`src/rtl/alu_pipe.sv`:
```
// Two-stage valid/ready ALU: stage 1 holds operands, stage 2 holds the result and overflow flag.
// Arithmetic is done exactly at WIDTH+3 bits, then wrapped or saturated back to WIDTH bits.
module alu_pipe #(
    parameter int WIDTH    = 6,
    parameter bit SATURATE = 1'b0
) (
    input  logic             clk,
    input  logic             rst_n,
    input  logic             clr,
    input  logic             in_valid,
    output logic             in_ready,
    input  logic [WIDTH-1:0] a,
    input  logic [WIDTH-1:0] b,
    input  logic [1:0]       op,
    output logic             out_valid,
    input  logic             out_ready,
    output logic [WIDTH-1:0] out,
    output logic             ovf
);

    localparam int EW = WIDTH + 3;

    localparam logic signed [EW-1:0] E_MAX = {{4{1'b0}}, {(WIDTH-1){1'b1}}};
    localparam logic signed [EW-1:0] E_MIN = {{4{1'b1}}, {(WIDTH-1){1'b0}}};
    localparam logic [WIDTH-1:0]     W_MAX = {1'b0, {(WIDTH-1){1'b1}}};
    localparam logic [WIDTH-1:0]     W_MIN = {1'b1, {(WIDTH-1){1'b0}}};

    logic             r_s1_valid;
    logic [WIDTH-1:0] r_s1_a;
    logic [WIDTH-1:0] r_s1_b;
    logic [1:0]       r_s1_op;
    logic             r_s2_valid;
    logic [WIDTH-1:0] r_out;
    logic             r_ovf;

    logic                   w_s1_adv;
    logic                   w_s2_adv;
    logic signed [EW-1:0]   w_exact;
    logic                   w_ovf;
    logic [WIDTH-1:0]       w_res;

    function automatic logic signed [EW-1:0] exact_result(
        input logic [WIDTH-1:0] fa,
        input logic [WIDTH-1:0] fb,
        input logic [1:0]       fop
    );
        logic signed [EW-1:0] ea;
        logic signed [EW-1:0] eb;
        logic signed [EW-1:0] diff;
        logic signed [EW-1:0] res;
        ea   = {{3{fa[WIDTH-1]}}, fa};
        eb   = {{3{fb[WIDTH-1]}}, fb};
        diff = (ea <<< 1) - eb;
        case (fop)
            2'b00:   res = (ea <<< 2) + (eb >>> 1);
            2'b01:   res = ea + (eb <<< 1) + eb;
            2'b10:   res = -eb;
            2'b11:   res = diff[EW-1] ? -diff : diff;
            default: res = '0;
        endcase
        return res;
    endfunction

    function automatic logic out_of_range(input logic signed [EW-1:0] e);
        return (e < E_MIN) || (e > E_MAX);
    endfunction

    assign w_s2_adv  = r_s1_valid & (~r_s2_valid | out_ready);
    assign w_s1_adv  = in_valid & in_ready;
    assign in_ready  = ~r_s1_valid | w_s2_adv;
    assign out_valid = r_s2_valid;
    assign out       = r_out;
    assign ovf       = r_ovf;

    // Exact result, range check and wrap/saturate selection from the stage-1 registers
    always_comb begin
        w_exact = exact_result(r_s1_a, r_s1_b, r_s1_op);
        w_ovf   = out_of_range(w_exact);
        w_res   = w_exact[WIDTH-1:0];
        if ((SATURATE != 1'b0) && w_ovf) begin
            w_res = w_exact[EW-1] ? W_MIN : W_MAX;
        end else begin
            w_res = w_exact[WIDTH-1:0];
        end
    end

    // Pipeline occupancy; a flush overrides any accept or drain in the same cycle
    always_ff @(posedge clk or negedge rst_n) begin
        if (!rst_n) begin
            r_s1_valid <= 1'b0;
            r_s2_valid <= 1'b0;
        end else if (clr) begin
            r_s1_valid <= 1'b0;
            r_s2_valid <= 1'b0;
        end else begin
            r_s1_valid <= w_s1_adv | (r_s1_valid & ~w_s2_adv);
            r_s2_valid <= w_s2_adv | (r_s2_valid & ~out_ready);
        end
    end

    // Stage-1 operand capture
    always_ff @(posedge clk or negedge rst_n) begin
        if (!rst_n) begin
            r_s1_a  <= '0;
            r_s1_b  <= '0;
            r_s1_op <= 2'b00;
        end else if (w_s1_adv && !clr) begin
            r_s1_a  <= a;
            r_s1_b  <= b;
            r_s1_op <= op;
        end else begin
            r_s1_a  <= r_s1_a;
            r_s1_b  <= r_s1_b;
            r_s1_op <= r_s1_op;
        end
    end

    // Stage-2 result capture; held through stalls and flushes
    always_ff @(posedge clk or negedge rst_n) begin
        if (!rst_n) begin
            r_out <= '0;
            r_ovf <= 1'b0;
        end else if (w_s2_adv && !clr) begin
            r_out <= w_res;
            r_ovf <= w_ovf;
        end else begin
            r_out <= r_out;
            r_ovf <= r_ovf;
        end
    end

endmodule

```
`config.mk`:
```
export PLATFORM = sky130hd
export DESIGN_NAME = alu_pipe
export DESIGN_NICKNAME = d
export VERILOG_FILES = /design/src/rtl/alu_pipe.sv
export SDC_FILE = /design/constraint.sdc
export NUM_CORES = 1
export LEC_CHECK = 0
export ABC_CLOCK_PERIOD_IN_PS = 3300
export CORE_MARGIN = 1.5
export CORE_UTILIZATION = 30
export DETAILED_ROUTE_END_ITERATION = 10
export SKIP_LAST_GASP = 1
export SLEW_MARGIN = 20
export SYNTH_ARGS = -nofsm -noshare
export SYNTH_HDL_FRONTEND = slang
export SYNTH_SLANG_ARGS = --single-unit
```
`constraint.sdc`:
```
create_clock -name clk -period 3.3 [get_ports clk]
set_clock_uncertainty 0.05 [all_clocks]
set_input_delay 0.33 -clock clk [delete_from_list [all_inputs] [get_ports clk]]
set_output_delay 0.33 -clock clk [all_outputs]
set_load 0.01 [all_outputs]
```
After elaboration in Yosys (flattened, before gate mapping)
Index checks and enable logic that the tools add are counted.

Register bits after elaboration: 23. Output and inout port bits: 9.

Add/subtract/negate cells: 6. $lt $le $gt $ge: 2. Eq/ne operators: 3. Mux-type cells: 4. Bitwise operators: 12. Reductions and logical operators: 5.

Operators with widths (count): 9-bit one-hot mux with 4 select lines (1); 8-bit by 5-bit adder with 9-bit output (1); 8-bit by 6-bit adder with 9-bit output (1); 9-bit by 6-bit > comparator with 1-bit output (second input constant) (1); 9-bit by 6-bit less-than comparator with 1-bit output (second input constant) (1); 9-bit two-way mux (1); 6-bit negation with 9-bit output (1); 8-bit negation with 9-bit output (1); 6-bit by 7-bit adder with 8-bit output (1); 7-bit by 6-bit subtractor with 8-bit output (1); 1-bit AND (4); 2-bit == test (second input constant) (2); 1-bit inverter (4); 1-bit OR (4); 2-bit by 1-bit == test with 1-bit output (second input constant) (1); 1-bit logical AND (2); 2-bit logical NOT (1); 1-bit two-way mux (2); 1-bit logical NOT (1); 1-bit logical OR (1).

Depth between registers and ports, before layout
Word-level depth: 7. Gate-level depth with buffers: 11. Depth with buffers taken out: 11.

Worst setup path after synthesis
OpenSTA, ideal clock, no wires.

Path type: register to register. From: reg r_s1_b[2]. To: reg r_ovf (netlist: ovf). Setup time: 0.133 ns. Data arrival time: 2.796 ns. Slack: 0.321 ns. Stages on the path, launching flop included: 11. Period minus slack after synthesis: 2.979 ns. Cells stage by stage: dfrtp_1 fa_1 ha_1 o21ai_0 o21ai_1 a21oi_1 or3_1 a41o_2 or2_2 a2111oi_4 a211oi_2.

Cells in the longest elaborated chain, start to end: 6. Elaborated cells on any way between the ends: 11. Classes of those cells: 6 x add/sub; 2 x order compare; 2 x mux; 1 x reduce/logical.

Ends and longest elaborated chain: start, declared (RTL line 30) `logic [WIDTH-1:0] r_s1_b;`; start signal, assigned (RTL line 113) `r_s1_b <= r_s1_b;`; 7-bit by 6-bit subtractor with 8-bit output (RTL line 53) `diff = (ea <<< 1) - eb;`; 8-bit negation with 9-bit output (RTL line 58) `2'b11: res = diff[EW-1] ? -diff : diff;`; 9-bit two-way mux (RTL line 58); 9-bit one-hot mux with 4 select lines (*) (RTL line 54) `case (fop)`; 9-bit by 6-bit less-than comparator with 1-bit output or 9-bit by 6-bit > comparator with 1-bit output (tied branches) (RTL line 65) `return (e < E_MIN) || (e > E_MAX);`; 1-bit logical OR (*) (RTL line 65); end signal, assigned (RTL line 125) `r_ovf <= w_ovf;`; end signal, assigned (RTL line 128) `r_ovf <= r_ovf;`; end, declared (RTL line 34) `logic r_ovf;`.

Every way passes the cells marked *; elsewhere a longest branch is shown, timed or not. A chain may end at the register's enable or synchronous reset.

Worst setup path after layout
From: reg r_s1_b[0]. To: reg r_ovf (netlist: ovf).

Same word-level chain as after synthesis.

==> flow_summary.toml <==
[outcome]
status = "finished, violations left"
violations = "negative hold slack"

[power]
pwr-share-seq = 0.219
power.switching_w = 0.000813
irDropWorstVdd_v = 0.000285
power.density_mw_per_mm2 = 655
power_switching_share = 0.430
clock_power_share = 0.094
power.leakage_nw = 1.19
p_int_w = 0.00108
power_frac_comb = 0.687

[sta]
tightest_slew_ps = 750
relSlewSlack = 0.498
finalHoldViolCount = 23
setup_tns_ps = 0
clock.fmax_mhz = 318
fin_crit_sh = 0.954
setup_ws_ps = 152
slew_viol_final = 0
min_period_ps = 3150
rsz0062_at_grt = "no"
holdWs_ps = -18.5
finalSetupViolations = 0

[die]
die_w_um = 91.7
core-area_sq_mm = 0.00769
die_h_um = 91.7
io_pins = 28
fp-row-count = 32
initial_core_util = 0.307
floorplan.die_area_sq_mm = 0.00840

[logic_synthesis]
yosysTopAreaCell = "dfrtp_1"
avgSynthCellArea_sq_um = 10.2
ys_top_cells_by_count = "dfrtp_1, ha_1, mux2_2, nor2_1, xnor2_1"
netlist_instances = 232
yosysSeqAreaShare = 0.244
synth_edf_count = 0
ys_warn_count = 0
syn-num-nets = 281
synth.distinct_cells = 63
mappedNetlistArea_sq_mm = 0.00236
synth_top_area_share = 0.244
synthTopCellsByArea = "dfrtp_1, ha_1, mux2_2, fa_1, xnor2_1"
synth_flop_cell = "dfrtp_1"
ys_ff_latch = 23
async_flop_share = 1.00
synth_most_common_cell = "dfrtp_1"

[detailed_routing]
highest_layer = "met3"
drtAntennaViolNets = 0
remaining_drc_errors = 0
drt_iter0_drc = 106
vias_per_cell = 4.94
wl_met3_um = 134
wl_met1_um = 2760
wl_met2_um = 2610
num_vias = 1846
drtPass1Iterations = 5
wire_per_inst_um = 14.7
routed_wl_um = 5510

[grt]
grt_max_degree = 24
antenna_found_initial = 0
grt_first_pass_wirelength_um = 9270
track_usage = 0.138
grt_pass1_vias = 1889
grt_overflow = 0

[setup_path]
worstPathArrival_ps = 3240
crit_type = "register to register"
cp_slowest_stage_delay_ps = 430
path_delay_family = "compound AO/OA/AOI/OAI gates"
path_cells = "buf_4 -> fa_1 -> nand2b_1 -> a21oi_1 -> mux2_2 -> nor2_1 -> or3b_1 -> a31o_1 -> a2111oi_4 -> a211oi_2"
cp-start-kind = "register"
crit_buf_inv = 1
cp_max_fo = 5
cp_slowest_cell = "dfrtp_1"
worst_ep_required_time_ps = 3390
endpoint_kind = "register"
reg2reg_setup_slack_ps = 150

[clock_network]
cts_tree = "yes"
worstSkewPairLatency_ps = 260
ctsHoldBuffers = 0
cts.sinks = 23
cts-htree-levels = 1
path_clk_slew_ps = 80
clock_path_buffers = 2
cts_made_buffers = 3
cts_root_buf = "clkbuf_8"

[place]
gp_congestion = 0.845
portBuffers = 27
place_hpwl_um = 4500
pre_cts_ws_ps = 125

[flow_run]
maxCapViolCount = 0

[final_layout]
drive_above_1_share = 0.250
antennaDiodeCount = 0
synthToLayoutAreaGrowth_pct = 22.4
layout.nets = 322

[worst_hold_path]
min_path_type = "input port to asynchronous set/reset pin"
[kinds of logic after synthesis]
logic type / after synthesis / synth area share
buffers and inverters: 16 / 0.0366
AND/OR/NAND/NOR: 61 / 0.134
flip-flops: 23 / 0.244
XOR/XNOR: 19 / 0.0706
multiplexers: 23 / 0.128
AO/OA/AOI/OAI: 60 / 0.202
adder cells (fa/ha/maj): 30 / 0.185
[metrics by stage]
step / power (W) / cells / utilization / hold WS [ps] / instance area, sq um
after global routing: 0.00207 / 374 / 0.375 / 8.65 / 2890
after CTS: 0.00186 / 372 / 0.371 / 444 / 2850
final: 0.00189 / 374 / 0.375 / -18.5 / 2890
after detailed placement: 0.00167 / 368 / 0.364 / 420 / 2800
after global placement: 0.00165 / 368 / 0.364 / 415 / 2800
after floorplan: 0.00133 / 232 / - / -15.6 / 2360
[sequential cells by signal (all words and copies together), names as in the netlist]
name	cells
out	6
out_valid	1
ovf	1
r_s1_a	6
r_s1_b	6
r_s1_op	2
r_s1_valid	1
[per-layer routing]
| layer | track usage | up-vias |
|---|---|---|
| met4 | 0.00781 | 0 |
| met3 | 0.0232 | 0 |
| met1 | 0.192 | 889 |
| met5 | 0 | - |
| li1 | - | 931 |
| met2 | 0.236 | 26 |
[final timing paths]
kind	start	to	cells after the start
min	rst_n	ovf	1
max reg2reg	r_s1_b[0]	ovf	10
min in group clk	out[1]	out[1]	2
min reg2reg	out[1]	out[1]	2
max in group asynchronous	rst_n	r_s1_b[3]	1
max	r_s1_b[0]	ovf	10
[worst register-to-register path, delay by kind of cell, from the launching register on]
kind,cells,cell delay (ps)
AO/OA/AOI/OAI,4,900
flip-flops,1,430
buffers and inverters,1,180
AND/OR/NAND/NOR,3,690
multiplexers,1,380
adder cells (fa/ha/maj),1,410
[repair_timing]
action                     CTS  global route
setup endpoints to repair    0             1
gates resized for setup      0             7
buffers inserted             0             2
[power by group through the flow]
stage	Sequential, W	Clock, W	Combinational (W)
after floorplan	0.000432	0	0.000896
after CTS	0.000415	0.000189	0.00126
after detailed placement	0.000420	0	0.00125
final	0.000415	0.000178	0.00130
after global routing	0.000426	0.000201	0.00144
after global placement	0.000417	0	0.00124
[cell usage in the layout (no fill, tap or decap), types with 3 or more instances in the layout]
| master | instances |
|---|---|
| a211oi_2 | 3 |
| a21o_1 | 4 |
| a21oi_1 | 9 |
| a21oi_2 | 4 |
| buf_4 | 14 |
| clkbuf_8 | 3 |
| clkdlybuf4s50_1 | 26 |
| dfrtp_1 | 20 |
| dfrtp_2 | 3 |
| fa_1 | 8 |
| ha_1 | 21 |
| inv_1 | 11 |
| mux2_2 | 17 |
| mux4_2 | 4 |
| nand2_1 | 12 |
| nor2_1 | 17 |
| nor3_1 | 5 |
| o21ai_0 | 6 |
| o21ai_1 | 5 |
| o22ai_1 | 3 |
| xnor2_1 | 13 |
| xor2_1 | 6 |
[cell type report]
type                            instances  area [sq um]
Clock buffer                            3          41.3
Clock inverter                          1          7.51
Fill cell                             775          4800
Inverter                               11          41.3
Multi-Input combinational cell        193          1720
Sequential cell                        23           579
Tap cell                              102           128
Timing Repair Buffer                   41           370
No activity file was read; power rests on OpenSTA's default activity.
